## src/rtl/mem_access.sv

```systemverilog
// Memory-access stage: drives the data-RAM req/ack port, extracts load data, registers the WB bundle.
// Optional misalignment check enabled by defining MEM_ALIGN_CHECK_EN.
module mem_access #(
    parameter int unsigned ACK_TIMEOUT = 16
) (
    input  logic        clk,
    input  logic        rst,
    input  logic [31:0] ex_result,
    input  logic        mem_read_flag,
    input  logic        mem_write_flag,
    input  logic        mem_sign_ext_flag,
    input  logic [3:0]  mem_sel,
    input  logic [31:0] mem_write_data,
    input  logic        reg_write_en,
    input  logic [4:0]  reg_write_addr,
    input  logic [31:0] current_pc_addr,
    output logic        ram_en,
    output logic [3:0]  ram_write_en,
    output logic [31:0] ram_addr,
    output logic [31:0] ram_write_data,
    input  logic [31:0] ram_read_data,
    input  logic        ram_ack,
    output logic        stall_req,
    output logic        wb_reg_write_en,
    output logic [4:0]  wb_reg_write_addr,
    output logic [31:0] wb_result,
    output logic [31:0] wb_pc_addr,
    output logic        bus_error,
    output logic        align_error
);

    typedef enum logic {IDLE, WAIT_ACK} state_t;

    localparam int unsigned CW = (ACK_TIMEOUT > 1) ? $clog2(ACK_TIMEOUT) : 1;

    state_t        state, state_nx;
    logic [CW-1:0] cnt, cnt_nx;
    logic          mem_op, is_store, misalign, timeout;
    logic          ram_en_c, stall_c;
    logic [31:0]   load_data;
    logic          wb_en_nx, bus_nx, align_nx;
    logic [4:0]    wb_addr_nx;
    logic [31:0]   wb_result_nx, wb_pc_nx;

    assign mem_op   = mem_read_flag | mem_write_flag;
    assign is_store = mem_write_flag;

`ifdef MEM_ALIGN_CHECK_EN
    assign misalign = mem_op &&
                      ((mem_sel == 4'b1111 && ex_result[1:0] != 2'b00) ||
                       ((mem_sel == 4'b0011 || mem_sel == 4'b1100) && ex_result[0]));
`else
    assign misalign = 1'b0;
`endif

    // Timeout fires in the last permitted WAIT_ACK cycle so upstream is released that same cycle.
    assign timeout = (ACK_TIMEOUT != 0) && (state == WAIT_ACK) &&
                     (cnt == CW'(ACK_TIMEOUT - 1));

    always_comb begin
        load_data = '0;
        case (mem_sel)
            4'b1111: load_data = ram_read_data;
            4'b0011: load_data = {{16{mem_sign_ext_flag & ram_read_data[15]}}, ram_read_data[15:0]};
            4'b1100: load_data = {{16{mem_sign_ext_flag & ram_read_data[31]}}, ram_read_data[31:16]};
            4'b0001: load_data = {{24{mem_sign_ext_flag & ram_read_data[7]}},  ram_read_data[7:0]};
            4'b0010: load_data = {{24{mem_sign_ext_flag & ram_read_data[15]}}, ram_read_data[15:8]};
            4'b0100: load_data = {{24{mem_sign_ext_flag & ram_read_data[23]}}, ram_read_data[23:16]};
            4'b1000: load_data = {{24{mem_sign_ext_flag & ram_read_data[31]}}, ram_read_data[31:24]};
            default: load_data = '0;
        endcase
    end

    always_comb begin
        state_nx     = state;
        cnt_nx       = '0;
        ram_en_c     = 1'b0;
        stall_c      = 1'b0;
        bus_nx       = 1'b0;
        align_nx     = 1'b0;
        wb_en_nx     = wb_reg_write_en;
        wb_addr_nx   = wb_reg_write_addr;
        wb_result_nx = wb_result;
        wb_pc_nx     = wb_pc_addr;
        case (state)
            IDLE: begin
                if (!mem_op) begin
                    wb_en_nx     = reg_write_en;
                    wb_addr_nx   = reg_write_addr;
                    wb_result_nx = ex_result;
                    wb_pc_nx     = current_pc_addr;
                end else if (misalign) begin
                    align_nx = 1'b1;
                    wb_en_nx = 1'b0;
                end else begin
                    ram_en_c = 1'b1;
                    if (ram_ack) begin
                        wb_en_nx     = reg_write_en;
                        wb_addr_nx   = reg_write_addr;
                        wb_result_nx = is_store ? ex_result : load_data;
                        wb_pc_nx     = current_pc_addr;
                    end else begin
                        stall_c  = 1'b1;
                        wb_en_nx = 1'b0;
                        state_nx = WAIT_ACK;
                    end
                end
            end
            WAIT_ACK: begin
                ram_en_c = 1'b1;
                if (ram_ack) begin
                    wb_en_nx     = reg_write_en;
                    wb_addr_nx   = reg_write_addr;
                    wb_result_nx = is_store ? ex_result : load_data;
                    wb_pc_nx     = current_pc_addr;
                    state_nx     = IDLE;
                end else if (timeout) begin
                    bus_nx   = 1'b1;
                    wb_en_nx = 1'b0;
                    state_nx = IDLE;
                end else begin
                    stall_c = 1'b1;
                    cnt_nx  = (ACK_TIMEOUT != 0) ? cnt + CW'(1) : '0;
                end
            end
            default: state_nx = IDLE;
        endcase
    end

    assign ram_en         = rst & ram_en_c;
    assign stall_req      = rst & stall_c;
    assign ram_write_en   = (ram_en && is_store) ? mem_sel : '0;
    assign ram_addr       = {ex_result[31:2], 2'b00};
    assign ram_write_data = mem_write_data;

    always_ff @(posedge clk or negedge rst) begin
        if (!rst) begin
            state             <= IDLE;
            cnt               <= '0;
            wb_reg_write_en   <= 1'b0;
            wb_reg_write_addr <= '0;
            wb_result         <= '0;
            wb_pc_addr        <= '0;
            bus_error         <= 1'b0;
            align_error       <= 1'b0;
        end else begin
            state             <= state_nx;
            cnt               <= cnt_nx;
            wb_reg_write_en   <= wb_en_nx;
            wb_reg_write_addr <= wb_addr_nx;
            wb_result         <= wb_result_nx;
            wb_pc_addr        <= wb_pc_nx;
            bus_error         <= bus_nx;
            align_error       <= align_nx;
        end
    end

endmodule

```

## config.mk

```make
export PLATFORM = sky130hd
export DESIGN_NAME = mem_access
export DESIGN_NICKNAME = d
export VERILOG_FILES = /design/src/rtl/mem_access.sv
export SDC_FILE = /design/constraint.sdc
export NUM_CORES = 1
export LEC_CHECK = 0
export CAP_MARGIN = 30
export CORE_MARGIN = 3
export CORE_UTILIZATION = 41
export CTS_BUF_LIST = sky130_fd_sc_hd__clkbuf_8
export DETAILED_ROUTE_END_ITERATION = 8
export PLACE_DENSITY = 0.94
export SETUP_SLACK_MARGIN = 0.15
export SKIP_CTS_REPAIR_TIMING = 1
export SLEW_MARGIN = 40
export SYNTH_ARGS = -nofsm -noshare
export SYNTH_HDL_FRONTEND = slang
export SYNTH_SLANG_ARGS = --single-unit
export TNS_END_PERCENT = 20
```

## constraint.sdc

```tcl
create_clock -name clk -period 4.6 [get_ports clk]
set_input_delay 0.92 -clock clk [delete_from_list [all_inputs] [get_ports clk]]
set_output_delay 0.92 -clock clk [all_outputs]
set_load 0.02 [all_outputs]
```

==> impl_metrics.py <==
metrics = {
    "critical_path": {
        "worstSetupEndpointType": "output port",
        "cp.arrival_ns": 2.73,
        "crit_chain": "clkdlybuf4s50_1, and3_1, clkdlybuf4s50_1",
        "setup.worst_path.class": "input port to output port",
        "timing.critical_path.required_ns": 3.68,
        "cpLargestDelayFamily": "buffers and inverters",
        "crit_top_cell": "sky130_fd_sc_hd__clkdlybuf4s50_1",
        "cp-start-kind": "input port",
        "timing.critical_path.slowest_cell_delay_ns": 0.95,
        "critPathSlowestCell": "sky130_fd_sc_hd__clkdlybuf4s50_1",
        "critPathMaxFanout": 18,
        "critical_path.n_buffers_inverters": 2,
    },
    "sta": {
        "rsz0062_at_grt": "no",
        "skew_final_ns": 0.00829,
        "timing.slew.headroom": 0.508,
        "slew_violations": 0,
        "fin_crit_ns": 3.65,
        "report.final.setup_viol": 0,
        "tightestPinTransition_ns": 0.736,
        "worst_hold_margin_ns": 0.471,
        "fin_ws_ns": 0.953,
        "setup-tns-final_ns": 0,
        "fin_crit_sh": 0.793,
        "fmax_ghz": 0.274,
        "finalHoldViolations": 0,
    },
    "logic_synthesis": {
        "synth_top_area_cell": "sky130_fd_sc_hd__dfrtp_1",
        "ys_seq_area_frac": 0.422,
        "netlist_area_before_placement_um2": 4510,
        "yosys_warnings": 0,
        "synthesis.instances": 420,
        "postSynthAreaPerCell_um2": 10.7,
        "synth-edff-count": 0,
        "synth_top_cells_by_area": "sky130_fd_sc_hd__dfrtp_1, sky130_fd_sc_hd__buf_4, sky130_fd_sc_hd__mux2_2",
        "yosysUniqueCellTypes": 45,
        "synthFlopType": "sky130_fd_sc_hd__dfrtp_1",
        "number_of_flip_flops_and_latches_in_the_synthesized_netlist": 76,
        "synth_top_cell_area_share": 0.422,
        "ys_async_sr_fraction": 1.00,
    },
    "floorplan": {
        "design.die.area_um2": 12300,
        "die-width_um": 111,
        "top_level_ports": 286,
        "dieHeight_um": 111,
        "floorplan.initialDensity": 0.429,
        "rows": 37,
        "design.core.area_um2": 10500,
    },
    "route": {
        "vias": 4115,
        "dr.first_iter.drc_count": 296,
        "detail_route.wl_per_cell_um": 21.4,
        "vias_per_cell": 5.85,
        "drt-met1-wl_um": 5620,
        "detail-route-antenna-nets": 0,
        "detailroute.wirelength.met3_um": 1240,
        "drt_drc_violations_left": 0,
        "drt_pre_antenna_iters": 6,
        "highest_layer": "met4",
        "wl_um": 15000,
        "met2_length_um": 7760,
    },
    "clocking": {
        "cts_clock_pin_slew_for_the_worst_setup_and_hold_paths_ns": 0.09,
        "cts_inserted_buffers": 9,
        "clkSinkCount": 76,
        "cts_root_buffer_type": "sky130_fd_sc_hd__clkbuf_8",
        "tritoncts": "done",
        "clockBufferDepth": 2,
        "htreeDepth": 3,
        "clk_latency_ns": 0.35,
    },
    "placed_design": {
        "dp_worst_setup_slack_ns": 0.895,
        "final_estimated_routing_congestion_in_global_placement": 0.881,
        "placement.cell_area_um2": 6290,
        "detailed_place_hpwl_um": 11400,
        "port_buffers": 218,
    },
    "power": {
        "p_total_uw": 2020,
        "p_clk_frac": 0.295,
        "swShare": 0.318,
        "cellLeakagePower_uw": 0.00257,
        "comb_power_share": 0.317,
        "power_dens_cells_nw_per_um2": 309,
        "ir_drop_v": 0.000200,
        "net-switching-power_uw": 643,
        "seq_power_share": 0.388,
        "power.internal_uw": 1380,
    },
    "global_routing": {
        "grt_pass1_vias": 4342,
        "grt-ovfl-total": 0,
        "track_usage": 0.235,
        "antenna_found_initial": 0,
        "grt_max_degree": 59,
        "grt_first_pass_wirelength_um": 23500,
    },
    "cells_and_area": {
        "fin_area_um2": 6530,
        "layout-area-overhead-vs-synth_pct": 44.7,
        "layout-drive-gt1-share": 0.168,
        "insertedDiodeCount": 0,
        "fin_nets": 707,
    },
    "outcome": {
        "outcome": "finished clean",
    },
    "worst_hold_path": {
        "hold_path.class": "input port to async pin",
    },
    "flow_run": {
        "max-cap-violations": 0,
    },
}
[cells in the mapped netlist, types with 2 or more instances]
cell type,count
sky130_fd_sc_hd__and3_1,8
sky130_fd_sc_hd__a221oi_1,7
sky130_fd_sc_hd__a222oi_1,9
sky130_fd_sc_hd__inv_1,2
sky130_fd_sc_hd__a2111oi_2,2
sky130_fd_sc_hd__clkbuf_1,18
sky130_fd_sc_hd__o21ai_1,2
sky130_fd_sc_hd__dfrtp_1,76
sky130_fd_sc_hd__nor2b_1,3
sky130_fd_sc_hd__o41ai_1,6
sky130_fd_sc_hd__buf_1,3
sky130_fd_sc_hd__o41ai_2,10
sky130_fd_sc_hd__a22oi_1,32
sky130_fd_sc_hd__a21oi_1,6
sky130_fd_sc_hd__buf_4,67
sky130_fd_sc_hd__and2_1,3
sky130_fd_sc_hd__a21oi_2,11
sky130_fd_sc_hd__buf_6,5
sky130_fd_sc_hd__nand3_1,10
sky130_fd_sc_hd__buf_2,5
sky130_fd_sc_hd__nor2_1,31
sky130_fd_sc_hd__xnor2_1,2
sky130_fd_sc_hd__o21ai_0,8
sky130_fd_sc_hd__a32oi_1,15
sky130_fd_sc_hd__nand2b_1,2
sky130_fd_sc_hd__nor3_1,17
sky130_fd_sc_hd__mux2_2,37
sky130_fd_sc_hd__nand2_1,6
[per-layer routing]
metal	vias to the layer above	track usage
li1	1803	-
met3	53	0.0590
met1	2015	0.282
met5	-	0
met2	244	0.406
met4	0	0.0854
[cells by family (layout without fill, tap and decap cells)]
kind of cell | after synthesis | in the layout | share of synthesized area
adders and majority gates | 1 | 1 | 0.00277
AOI/OAI and AO/OA | 112 | 112 | 0.220
and+or+nand+nor | 90 | 90 | 0.108
DFF | 76 | 76 | 0.422
xor gates and xnor gates | 3 | 3 | 0.00583
other | 1 | 3 | 0.000831
muxes | 37 | 37 | 0.0924
buffers and inverters | 100 | 245 | 0.149
[layout make-up]
cell class,count,area [um^2]
multi-input combinational,246,1970
inverter,2,7.51
timing repair buffer,227,2250
clock buffer,9,124
sequential,76,1900
fill,865,3980
clock inverter,7,105
tap,136,170
[worst paths after layout]
kind	startpoint	endpoint	slack, ns	cells past startpoint
max	mem_sel[0]	ram_write_en[0]	0.95	3
min	rst	wb_result[13]	0.47	1
max reg2reg	state	wb_result[0]	2.43	5
min reg2reg	cnt[0]	cnt[0]	0.47	1
max in group asynchronous	rst	wb_pc_addr[2]	3.09	2
min in group clk	cnt[0]	cnt[0]	0.47	1
[metrics by stage]
step,std cells,util
2_1_floorplan,422,-
3_3_place_gp,687,0.598
3_5_place_dp,687,0.599
4_1_cts,703,0.621
5_1_grt,703,0.621
6_report,703,0.621
[placed cells by master, fill, tap and decap left out, types with 3 or more instances in the layout]
cell type and instances:
sky130_fd_sc_hd__clkdlybuf4s50_1 217, sky130_fd_sc_hd__dfrtp_1 76, sky130_fd_sc_hd__mux2_2 37, sky130_fd_sc_hd__a22oi_1 32, sky130_fd_sc_hd__nor2_1 30, sky130_fd_sc_hd__nor3_1 16
sky130_fd_sc_hd__a32oi_1 15, sky130_fd_sc_hd__a21oi_2 11, sky130_fd_sc_hd__nand3_1 10, sky130_fd_sc_hd__o41ai_2 10, sky130_fd_sc_hd__buf_4 10, sky130_fd_sc_hd__a222oi_1 9
sky130_fd_sc_hd__clkbuf_8 9, sky130_fd_sc_hd__o21ai_0 8, sky130_fd_sc_hd__and3_1 8, sky130_fd_sc_hd__a221oi_1 7, sky130_fd_sc_hd__a21oi_1 6, sky130_fd_sc_hd__o41ai_1 6
sky130_fd_sc_hd__nand2_1 5, sky130_fd_sc_hd__nor2b_1 3, sky130_fd_sc_hd__and2_1 3, sky130_fd_sc_hd__conb_1 3, sky130_fd_sc_hd__inv_6 3
[state kept, by name (all words and copies together) (netlist names)]
name and flops:
wb_pc_addr 32, wb_result 32, wb_reg_write_addr 5, cnt 4
bus_error 1, state 1, wb_reg_write_en 1
[power groups by stage]
stage          Combinational (uW)  Clock [uW]  Sequential (uW)
2_1_floorplan                 263           0              877
3_3_place_gp                  628           0              791
3_5_place_dp                  640           0              796
4_1_cts                       643         606              784
5_1_grt                       675         639              793
6_report                      640         596              783
Note: power is estimated with default switching activity, not from simulation.
